==> src/rtl/turret_pkg.sv <==
// ---------------------------------------------------------------------------
// turret_pkg
// Shared definitions for the APB turret PWM block:
//   - register word offsets (byte address bits [4:2])
//   - CTRL / STATUS bit positions
//   - fire FSM state encoding
// ---------------------------------------------------------------------------
package turret_pkg;

  // Word offsets: byte address = offset * 4
  localparam logic [2:0] OFF_CTRL   = 3'd0;  // 0x00
  localparam logic [2:0] OFF_PERIOD = 3'd1;  // 0x04
  localparam logic [2:0] OFF_PULSE0 = 3'd2;  // 0x08
  localparam logic [2:0] OFF_PULSE1 = 3'd3;  // 0x0C
  localparam logic [2:0] OFF_FIRE   = 3'd4;  // 0x10
  localparam logic [2:0] OFF_STATUS = 3'd5;  // 0x14
  localparam logic [2:0] OFF_LAST   = OFF_STATUS;

  // CTRL bits
  localparam int CTRL_EN  = 0;
  localparam int CTRL_ARM = 1;

  // STATUS bits
  localparam int STAT_BUSY     = 0;
  localparam int STAT_REJ      = 1;
  localparam int STAT_FCNT_LSB = 16;

  // FIRE register bits
  localparam int FIRE_REQ = 0;

  typedef enum logic {
    FIRE_IDLE   = 1'b0,
    FIRE_FIRING = 1'b1
  } fire_state_t;

endpackage

==> src/rtl/pwm_channel.sv <==
// ---------------------------------------------------------------------------
// pwm_channel
// One servo PWM output: high while the frame count is below the shadowed
// pulse width. Output is registered so it never glitches on the compare.
// Ports:
//   i_clk    clock
//   i_rst    synchronous active-high reset
//   i_en     channel enable (CTRL.EN)
//   i_count  current frame tick count
//   i_pulse  shadowed pulse width in ticks
//   o_pwm    registered PWM output
// ---------------------------------------------------------------------------
module pwm_channel (
  input  logic        i_clk,
  input  logic        i_rst,
  input  logic        i_en,
  input  logic [15:0] i_count,
  input  logic [15:0] i_pulse,
  output logic        o_pwm
);

  logic r_pwm;

  always_ff @(posedge i_clk) begin
    if (i_rst) begin
      r_pwm <= 1'b0;
    end else begin
      r_pwm <= i_en & (i_count < i_pulse);
    end
  end

  assign o_pwm = r_pwm;

endmodule

==> src/rtl/apb_turret_pwm.sv <==
// ---------------------------------------------------------------------------
// apb_turret_pwm
// APB3 slave driving two servo PWM channels (pan, tilt) and a one-shot fire
// solenoid pulse. Firmware may rewrite pulse widths at any time; the PWM
// engine only picks them up at a frame boundary through shadow registers.
// Ports:
//   PCLK      clock
//   PRESET    synchronous active-high reset
//   PSEL, PENABLE, PWRITE, PADDR[7:0], PWDATA[31:0]   APB request
//   PRDATA[31:0]  combinational read data (0 when not selected)
//   PREADY        constant 1 (zero wait states)
//   PSLVERR       error for word offsets above STATUS
//   PWM_PAN, PWM_TILT  registered servo PWM outputs
//   FIRE_OUT           registered solenoid drive
// ---------------------------------------------------------------------------
module apb_turret_pwm
  import turret_pkg::*;
#(
  parameter int PRESCALE   = 100,
  parameter int PERIOD_RST = 20000,
  parameter int MIN_PULSE  = 1000,
  parameter int MAX_PULSE  = 2000,
  parameter int FIRE_LEN   = 50000
) (
  input  logic        PCLK,
  input  logic        PRESET,
  input  logic        PSEL,
  input  logic        PENABLE,
  input  logic        PWRITE,
  input  logic [7:0]  PADDR,
  input  logic [31:0] PWDATA,
  output logic [31:0] PRDATA,
  output logic        PREADY,
  output logic        PSLVERR,
  output logic        PWM_PAN,
  output logic        PWM_TILT,
  output logic        FIRE_OUT
);

  localparam int PW = (PRESCALE > 1) ? $clog2(PRESCALE) : 1;
  localparam logic [PW-1:0] PRESC_LAST  = PW'(PRESCALE - 1);
  localparam logic [15:0]   C_MIN       = 16'(MIN_PULSE);
  localparam logic [15:0]   C_MAX       = 16'(MAX_PULSE);
  localparam logic [15:0]   C_PERIOD_LO = 16'(MAX_PULSE + 1);
  localparam logic [15:0]   C_PERIOD_RST = 16'(PERIOD_RST);
  localparam logic [15:0]   C_FIRE_LAST = 16'(FIRE_LEN - 1);

  function automatic logic [15:0] clamp_pulse(input logic [15:0] v);
    if (v < C_MIN) begin
      return C_MIN;
    end else if (v > C_MAX) begin
      return C_MAX;
    end
    return v;
  endfunction

  localparam logic [15:0] C_PULSE_RST = clamp_pulse(16'd1500);

  // ---------------- APB decode ----------------
  logic [2:0] w_idx;
  logic       w_mapped;
  logic       w_wr;
  logic       w_wr_ctrl, w_wr_period, w_wr_pulse0, w_wr_pulse1, w_wr_status;
  logic       w_fire_req;
  logic       w_unused;

  assign w_idx       = PADDR[4:2];
  assign w_mapped    = (w_idx <= OFF_LAST);
  assign w_wr        = PSEL & PENABLE & PWRITE & w_mapped;
  assign w_wr_ctrl   = w_wr & (w_idx == OFF_CTRL);
  assign w_wr_period = w_wr & (w_idx == OFF_PERIOD);
  assign w_wr_pulse0 = w_wr & (w_idx == OFF_PULSE0);
  assign w_wr_pulse1 = w_wr & (w_idx == OFF_PULSE1);
  assign w_wr_status = w_wr & (w_idx == OFF_STATUS);
  assign w_fire_req  = w_wr & (w_idx == OFF_FIRE) & PWDATA[FIRE_REQ];

  // Address/data bits that no register uses.
  assign w_unused = ^{PADDR[7:5], PADDR[1:0], PWDATA[31:16]};

  assign PREADY  = 1'b1;
  assign PSLVERR = PSEL & PENABLE & (w_idx > OFF_LAST);

  // ---------------- live registers ----------------
  logic [1:0]  r_ctrl;
  logic [15:0] r_period;
  logic [15:0] r_pulse0;
  logic [15:0] r_pulse1;

  always_ff @(posedge PCLK) begin
    if (PRESET) begin
      r_ctrl   <= 2'b00;
      r_period <= C_PERIOD_RST;
      r_pulse0 <= C_PULSE_RST;
      r_pulse1 <= C_PULSE_RST;
    end else begin
      if (w_wr_ctrl) begin
        r_ctrl <= PWDATA[1:0];
      end
      if (w_wr_period) begin
        // A period not longer than the widest pulse would leave the output
        // stuck high, so it is raised to one tick beyond MAX_PULSE.
        r_period <= (PWDATA[15:0] < C_PERIOD_LO) ? C_PERIOD_LO : PWDATA[15:0];
      end
      if (w_wr_pulse0) begin
        r_pulse0 <= clamp_pulse(PWDATA[15:0]);
      end
      if (w_wr_pulse1) begin
        r_pulse1 <= clamp_pulse(PWDATA[15:0]);
      end
    end
  end

  logic w_en, w_arm;
  assign w_en  = r_ctrl[CTRL_EN];
  assign w_arm = r_ctrl[CTRL_ARM];

  // ---------------- tick prescaler ----------------
  logic [PW-1:0] r_presc;
  logic          w_tick;

  assign w_tick = (r_presc == PRESC_LAST);

  always_ff @(posedge PCLK) begin
    if (PRESET) begin
      r_presc <= '0;
    end else if (w_tick) begin
      r_presc <= '0;
    end else begin
      r_presc <= r_presc + 1'b1;
    end
  end

  // ---------------- frame counter + shadows ----------------
  logic [15:0] r_fcnt;
  logic [15:0] r_period_sh;
  logic [15:0] r_pulse0_sh;
  logic [15:0] r_pulse1_sh;
  logic [15:0] r_frame_cnt;

  always_ff @(posedge PCLK) begin
    if (PRESET) begin
      r_fcnt      <= 16'd0;
      r_period_sh <= C_PERIOD_RST;
      r_pulse0_sh <= C_PULSE_RST;
      r_pulse1_sh <= C_PULSE_RST;
      r_frame_cnt <= 16'd0;
    end else if (!w_en) begin
      // Disabled: shadows follow the live registers so enabling starts a
      // frame with whatever firmware last wrote.
      r_fcnt      <= 16'd0;
      r_period_sh <= r_period;
      r_pulse0_sh <= r_pulse0;
      r_pulse1_sh <= r_pulse1;
    end else if (w_tick) begin
      if (r_fcnt == r_period_sh - 16'd1) begin
        // Reload samples the live registers before this edge, so a write
        // landing on the wrap edge is picked up one frame later.
        r_fcnt      <= 16'd0;
        r_period_sh <= r_period;
        r_pulse0_sh <= r_pulse0;
        r_pulse1_sh <= r_pulse1;
        r_frame_cnt <= r_frame_cnt + 16'd1;
      end else begin
        r_fcnt <= r_fcnt + 16'd1;
      end
    end
  end

  pwm_channel u_pan (
    .i_clk   (PCLK),
    .i_rst   (PRESET),
    .i_en    (w_en),
    .i_count (r_fcnt),
    .i_pulse (r_pulse0_sh),
    .o_pwm   (PWM_PAN)
  );

  pwm_channel u_tilt (
    .i_clk   (PCLK),
    .i_rst   (PRESET),
    .i_en    (w_en),
    .i_count (r_fcnt),
    .i_pulse (r_pulse1_sh),
    .o_pwm   (PWM_TILT)
  );

  // ---------------- fire FSM ----------------
  fire_state_t r_fire_state;
  logic        r_fire_out;
  logic [15:0] r_fire_len;
  logic        r_fire_rej;
  logic        w_busy;
  logic        w_reject;

  assign w_busy   = (r_fire_state == FIRE_FIRING);
  assign w_reject = w_fire_req & (w_busy | ~w_arm);

  always_ff @(posedge PCLK) begin
    if (PRESET) begin
      r_fire_state <= FIRE_IDLE;
      r_fire_out   <= 1'b0;
      r_fire_len   <= 16'd0;
      r_fire_rej   <= 1'b0;
    end else begin
      // Sticky reject flag; a new reject beats a simultaneous W1C.
      if (w_reject) begin
        r_fire_rej <= 1'b1;
      end else if (w_wr_status && PWDATA[STAT_REJ]) begin
        r_fire_rej <= 1'b0;
      end

      case (r_fire_state)
        FIRE_IDLE: begin
          if (w_fire_req && w_arm) begin
            r_fire_state <= FIRE_FIRING;
            r_fire_out   <= 1'b1;
            r_fire_len   <= 16'd0;
          end
        end
        FIRE_FIRING: begin
          if (!w_arm) begin
            // Disarm aborts the pulse immediately.
            r_fire_state <= FIRE_IDLE;
            r_fire_out   <= 1'b0;
          end else if (w_tick) begin
            if (r_fire_len == C_FIRE_LAST) begin
              r_fire_state <= FIRE_IDLE;
              r_fire_out   <= 1'b0;
            end else begin
              r_fire_len <= r_fire_len + 16'd1;
            end
          end
        end
        default: begin
          r_fire_state <= FIRE_IDLE;
          r_fire_out   <= 1'b0;
        end
      endcase
    end
  end

  assign FIRE_OUT = r_fire_out;

  // ---------------- read mux ----------------
  always_comb begin
    PRDATA = 32'd0;
    if (PSEL) begin
      case (w_idx)
        OFF_CTRL:   PRDATA = {30'd0, r_ctrl};
        OFF_PERIOD: PRDATA = {16'd0, r_period};
        OFF_PULSE0: PRDATA = {16'd0, r_pulse0};
        OFF_PULSE1: PRDATA = {16'd0, r_pulse1};
        OFF_STATUS: PRDATA = {r_frame_cnt, 14'd0, r_fire_rej, w_busy};
        default:    PRDATA = 32'd0;
      endcase
    end
  end

endmodule

==> config.mk <==
export PLATFORM = sky130hd
export DESIGN_NAME = apb_turret_pwm
export DESIGN_NICKNAME = d
export VERILOG_FILES = /design/src/rtl/turret_pkg.sv /design/src/rtl/pwm_channel.sv /design/src/rtl/apb_turret_pwm.sv
export SDC_FILE = /design/constraint.sdc
export NUM_CORES = 1
export LEC_CHECK = 0
export ABC_AREA = 0
export CORE_MARGIN = 2
export CORE_UTILIZATION = 52
export DETAILED_ROUTE_END_ITERATION = 6
export HOLD_SLACK_MARGIN = 0.02
export PLACE_DENSITY = 0.77
export SYNTH_ARGS = -nofsm -noshare
export SYNTH_HDL_FRONTEND = slang
export SYNTH_SLANG_ARGS = --single-unit
==> constraint.sdc <==
create_clock -name PCLK -period 3.4 [get_ports PCLK]
set_input_delay 0.68 -clock PCLK [delete_from_list [all_inputs] [get_ports PCLK]]
set_output_delay 0.68 -clock PCLK [all_outputs]
set_load 0.02 [all_outputs]
* After elaboration in Yosys (flattened, before gate mapping)
Index checks and enable logic that the tools add are counted.
W data, S select, Z words.
** Word-level totals
- Flip-flop bits (word level) :: 158
** Cells by class
- Multiplexer cells :: 40
- Reductions and logical operators :: 10
- Eq/ne operators :: 16
- Order comparisons :: 7
- Bitwise gates (word level) :: 18
- Add/subtract/negate cells :: 5
** Operators by type and width (count)
- $mux W16 :: 19
- $pmux W32 S5 :: 1
- $add A16 B1 Y16 const B :: 3
- $lt A16 B16 Y1 :: 2
- $mux W32 :: 1
- $pmux W16 S2 :: 1
- $eq A16 B16 Y1 :: 1
- $eq A16 B16 Y1 const B :: 1
- $gt A16 B11 Y1 const B :: 1
- $lt A16 B10 Y1 const B :: 1
- $lt A16 B11 Y1 const B :: 1
- $mux W1 :: 16
- $sub A16 B1 Y16 const B :: 1
- $and A1 B1 Y1 :: 14
- $ne A2 B2 Y1 const B :: 4
- $add A7 B1 Y7 const B :: 1
- $eq A7 B7 Y1 const B :: 1
- $eq A3 B2 Y1 const B :: 2
- $eq A3 B3 Y1 const B :: 2
- $reduce_and A3 Y1 :: 2
- $ne A2 B1 Y1 const B :: 2
- $pmux W1 S2 :: 2
- $reduce_and A4 Y1 :: 1
- $reduce_or A2 Y1 :: 2
- other kinds (11) :: 14

* Logic depth before layout (Yosys ltp)
- Depth after elaboration :: 8
- Depth in mapped cells :: 14

* Modules after synthesis
Synthesis repeated with hierarchy kept, for this count alone.
** Second synthesis, totals
- Cell total of the unflattened synthesis :: 1030
- Area, all modules :: 8644.5 sq um
** By module, submodules not included
- apb_turret_pwm :: area each 7831.3 sq um, seq. area each 3123.0 sq um, times used 1, cells each 922
- pwm_channel :: area each 406.6 sq um, seq. area each 20.0 sq um, times used 2, cells each 54

* Worst setup path after synthesis
No wires, ideal clock.
- Path type :: reg2reg
- Start point :: reg r_period_sh[0]
- End point :: reg r_frame_cnt[10]
- Clock period less this slack :: 3589 ps
- Stages on the path, launching flop included :: 13
- Setup slack :: -189 ps
- Data arrival time :: 3530 ps
- Path through :: dfxtp_1 -> inv_1 -> ha_1 -> or4b_1 -> buf_2 -> xnor2_1 -> or4_2 -> a221oi_4 -> nand4_4 -> or4_1 -> buf_2 -> or4_1 -> nand2_1
** On the way
- Word-level cells in the longest chain between the ends :: 3
** RTL lines
- start, declared :: RTL line apb_turret_pwm.sv:135 : logic [15:0] r_period_sh;
- start signal, assigned :: RTL line apb_turret_pwm.sv:151 : r_period_sh <= r_period;
- start signal, assigned :: RTL line apb_turret_pwm.sv:159 : r_period_sh <= r_period;
- $sub A16 B1 Y16 :: RTL line apb_turret_pwm.sv:155 : if (r_fcnt == r_period_sh - 16'd1) begin
- $eq A16 B16 Y1 :: RTL line apb_turret_pwm.sv:155
- $reduce_and A3 Y1 (no line)
- end signal, assigned :: RTL line apb_turret_pwm.sv:162 : r_frame_cnt <= r_frame_cnt + 16'd1;
- end, declared :: RTL line apb_turret_pwm.sv:138 : logic [15:0] r_frame_cnt;
No other way between the ends.
A chain may end at the register's enable or synchronous reset.

* Final worst setup path
- Start point :: in PADDR[3]
- End point :: out PRDATA[12]
** On the way
- Word-level cells in the longest chain between the ends :: 3
- Elaborated cells between the ends (all ways) :: 7
** RTL lines
- start, declared :: RTL line apb_turret_pwm.sv:30 : input logic [7:0] PADDR,
- $eq A3 B3 Y1 (tied with other cells) :: RTL line apb_turret_pwm.sv:248 : case (w_idx)
- $pmux W32 S5 * :: RTL line apb_turret_pwm.sv:248
- $mux W32 * :: RTL line apb_turret_pwm.sv:247 : if (PSEL) begin
- end, declared :: RTL line apb_turret_pwm.sv:32 : output logic [31:0] PRDATA,
Every way passes the cells marked *; elsewhere a longest branch is shown, timed or not.

==> run_results.csv <==
group,metric,value,unit
run_status,status,"complete, but fails checks",
run_status,violations,"design-rule violations",
synth,async_flop_share,0,%
sta,hold-worst-slack,435,ps
hold_path,hp-class,"flip-flop to flip-flop",
global_route,use_met3,6.61,%
setup_path,slowest_delay,660,ps
layout,mostFrequentLayoutCells,"nor2_1, dfxtp_1, nand2_1",
global_route,grt-ovfl-total,0,
power,pwr-share-clk,46.7,%
global_route,grt_pass1_vias,6587,
detailed_routing,postRouteWirelength,21.1,mm
layout,final_util,64.6,%
layout,layout_commonest_cell,"nor2_1",
clock_tree,numCtsBuffers,17,
setup_path,r2r_slack,160,ps
floorplan,io_pins,82,
synth,synth_top_family_by_area,"simple AND/OR/NAND/NOR gates",
clock_tree,clk_path_buf_depth,2,
global_route,grtUsageMet2,42.1,%
hold_path,holdCritStartpoint,"r_presc[0]",
clock_tree,clkLatencyLatePin,430,ps
floorplan,core_area,15300,sq um
job,cap_violations,0,
sta,relSlewSlack,52.1,%
power,p_total,3.89,mW
layout,drive_gt1_share,10.8,%
synth,syn_inst,981,
setup_path,start_kind,"input pin",
sta,post-route-min-period,3270,ps
power,max-vdd-ir-drop,382,uV
setup_path,cp_slowest_cell,"clkdlybuf4s50_1",
sta,finalSetupViolCount,0,
detailed_routing,dr_total_vias,7141,
sta,finalWorstSetupSlack,130,ps
synth,synthAdderAreaFrac,5.36,%
sta,period_share,96.2,%
sta,fmax,306,MHz
synth,muxShareOfSynthArea,6.23,%
setup_path,critPathMaxFanout,7,
clock_tree,hold_buffers,0,
global_route,gr-usage-met1,33.8,%
setup_path,path_cells,"clkdlybuf4s50_1 > buf_4 > nor2b_1 > buf_4 > a22oi_1 > nor2_1 > clkdlybuf4s50_1",
setup_path,crit_type,"input pin to output port",
floorplan,start_util,53.5,%
power,intPower,3.03,mW
floorplan,die_area,16700,sq um
floorplan,dieWidth,129,microns
setup_path,crit_path_end_kind,"output port",
sta,tns,0,ps
synth,syn_area,8170,sq um
clock_tree,postCtsSetupRepairBufs,0,
synth,ys_types,64,
setup_path,critPathArrivalTime,2590,ps
synth,ys.flop_type,"dfxtp_1",
setup_path,reg2regPathDepth,12,
detailed_routing,drc_errors,2,
place,port_buffers,59,
clock_tree,cts_tree,"built",
detailed_routing,ant_nets,0,
synth,synth-simple-area-share,26.1,%
setup_path,timing.rr.start,"r_period_sh[1]",
detailed_routing,drt_pass1_iterations,7,
hold_path,min_to,"r_presc[0]",
synth,synth_edf_count,0,
clock_tree,postCtsResizedCells,0,
clock_tree,cts.clk_slew.worst_paths,60,ps
detailed_routing,via_per_inst,5.61,
sta,worst_pin_slew,712,ps
power,p_switching,0.859,mW
sta,rsz0062_at_grt,"false",
layout,area_growth,20.6,%
synth,yosysWarningCount,0,
global_route,busiest_layer,"met2",
place,routabilityCongestion,0.933,
global_route,grt_max_degree,143,
power,switching_share,22.1,%
sta,slew_violations,0,
synth,synth.avg_cell_area,8.33,sq um
clock_tree,numClockSinks,158,
place,place_hpwl,14.7,mm
detailed_routing,detail_route.iter0.violations,574,
power,leakagePower,3.93,nW
sta,hold_viol_final,0,
detailed_routing,routedWlPerCell,16.6,microns
floorplan,num_rows,45,
global_route,antenna_found_initial,0,
sta,fin_worst_skew,10.0,ps
floorplan,die_h,129,microns
global_route,grt_pass1_wl,33.5,mm
hold_path,min_delay_path_depth,1,
global_route,grt_usage,25.7,%
synth,synth-seq-area-share,38.7,%
synth,ys_ff_latch,158,
layout,fin_nets,1132,
setup_path,critPathRequiredTime,2720,ps
power,seqPwrFrac,48.2,%
power,p_comb_share,5.1,%
synth,syn-num-nets,1061,
layout,diodes,0,
power,power_density,394,nW/um^2
synth,synth_compound_gate_area_share,12.6,%
place,pre_cts_ws,47.7,ps
synth,synth_xor_area_share,6.33,%
setup_path,worstReg2RegEnd,"r_period_sh[10]",
clock_tree,htreeDepth,4,
clock_tree,cts-root-buf,"clkbuf_16",
-- critical path: cells and delay by family --
family | cells | cell delay (ps)
AND/OR/NAND/NOR | 2 | 340
buffers and inverters | 4 | 1480
AO/OA/AOI/OAI | 1 | 90
-- sequential cells by signal (all words and copies together) (netlist names) --
| name | cells |
|---|---|
| r_fcnt | 16 |
| r_fire_len | 16 |
| r_frame_cnt | 16 |
| r_period | 16 |
| r_period_sh | 16 |
| r_pulse0 | 16 |
| r_pulse0_sh | 16 |
| r_pulse1 | 16 |
| r_pulse1_sh | 16 |
| r_presc | 7 |
| r_ctrl | 2 |
| FIRE_OUT | 1 |
| r_fire_rej | 1 |
| r_fire_state | 1 |
| u_pan.o_pwm | 1 |
| u_tilt.o_pwm | 1 |
-- Yosys cell counts (all sizes together), types with 6 or more instances --
library cell	instances	share of area, %
nand2	59	2.7
nand2b	15	1.1
nor4	10	0.84
buf	9	0.55
nor3	43	2.7
a21o	14	1.3
dfxtp	158	39
nor2	161	7.4
a22oi	16	1.5
xor2	27	2.9
a211oi	6	0.55
or3	8	0.63
a21oi	54	3.3
a31o	6	0.64
and2	28	2.1
or4	11	1.0
a211o	15	1.6
o21ai	22	1.3
nand3	32	2.0
nor2b	8	0.61
and3	12	0.92
xnor2	32	3.4
ha	35	5.4
inv	44	2.0
mux2	15	2.1
clkbuf	45	2.1
nand4	19	1.6
mux2i	34	4.2
-- power groups by stage --
stage	Combinational [mW]	Clock [mW]	Sequential, mW
2_1_floorplan	0.102	0	1.91
3_3_place_gp	0.191	0	1.91
3_5_place_dp	0.192	0	1.91
4_1_cts	0.193	1.83	1.87
5_1_grt	0.212	1.92	1.87
6_report	0.197	1.82	1.87
-- stage by stage --
| step | area (sq um) | std cells |
|---|---|---|
| 2_1_floorplan | 8190 | 981 |
| 5_1_grt | 9850 | 1272 |
| 3_5_place_dp | 9240 | 1243 |
| 6_report | 9850 | 1272 |
| 3_3_place_gp | 9240 | 1243 |
| 4_1_cts | 9780 | 1271 |
-- per-layer routing --
| metal | share of wire [%] | vias up |
|---|---|---|
| li1 | - | 3545 |
| met1 | 45 | 3361 |
| met2 | 48 | 206 |
| met3 | 5.9 | 29 |
| met4 | 1.7 | 0 |
| met5 | 0 | - |
-- final cells by class --
type,instances,area [sq um]
Inverter,44,165
Fill cell,1319,5400
Clock inverter,7,91.3
Tap cell,211,264
Clock buffer,21,450
Sequential cell,158,3160
Multi-Input combinational cell,725,4680
Timing Repair Buffer,106,1040
-- logic make-up after synthesis --
logic type                 after synthesis
and+or+nand+nor                        426
xor gates and xnor gates                59
buffers and inverters                   98
DFF                                    158
adders and majority gates               35
other                                    1
AOI/OAI and AO/OA                      155
muxes                                   49
-- worst max-delay path by stage --
stage	startpoint	endpoint	slack, ps	depth (start not counted)
floorplan	r_period_sh[0]	r_frame_cnt[10]	70	12
global placement	PADDR[2]	PRDATA[12]	60	6
detailed placement	PADDR[2]	PRDATA[12]	50	6
CTS	PADDR[2]	PRDATA[12]	40	6
global route	PADDR[3]	PRDATA[12]	10	7
finish	PADDR[3]	PRDATA[12]	130	7
Note: power is estimated with default switching activity, not from simulation.
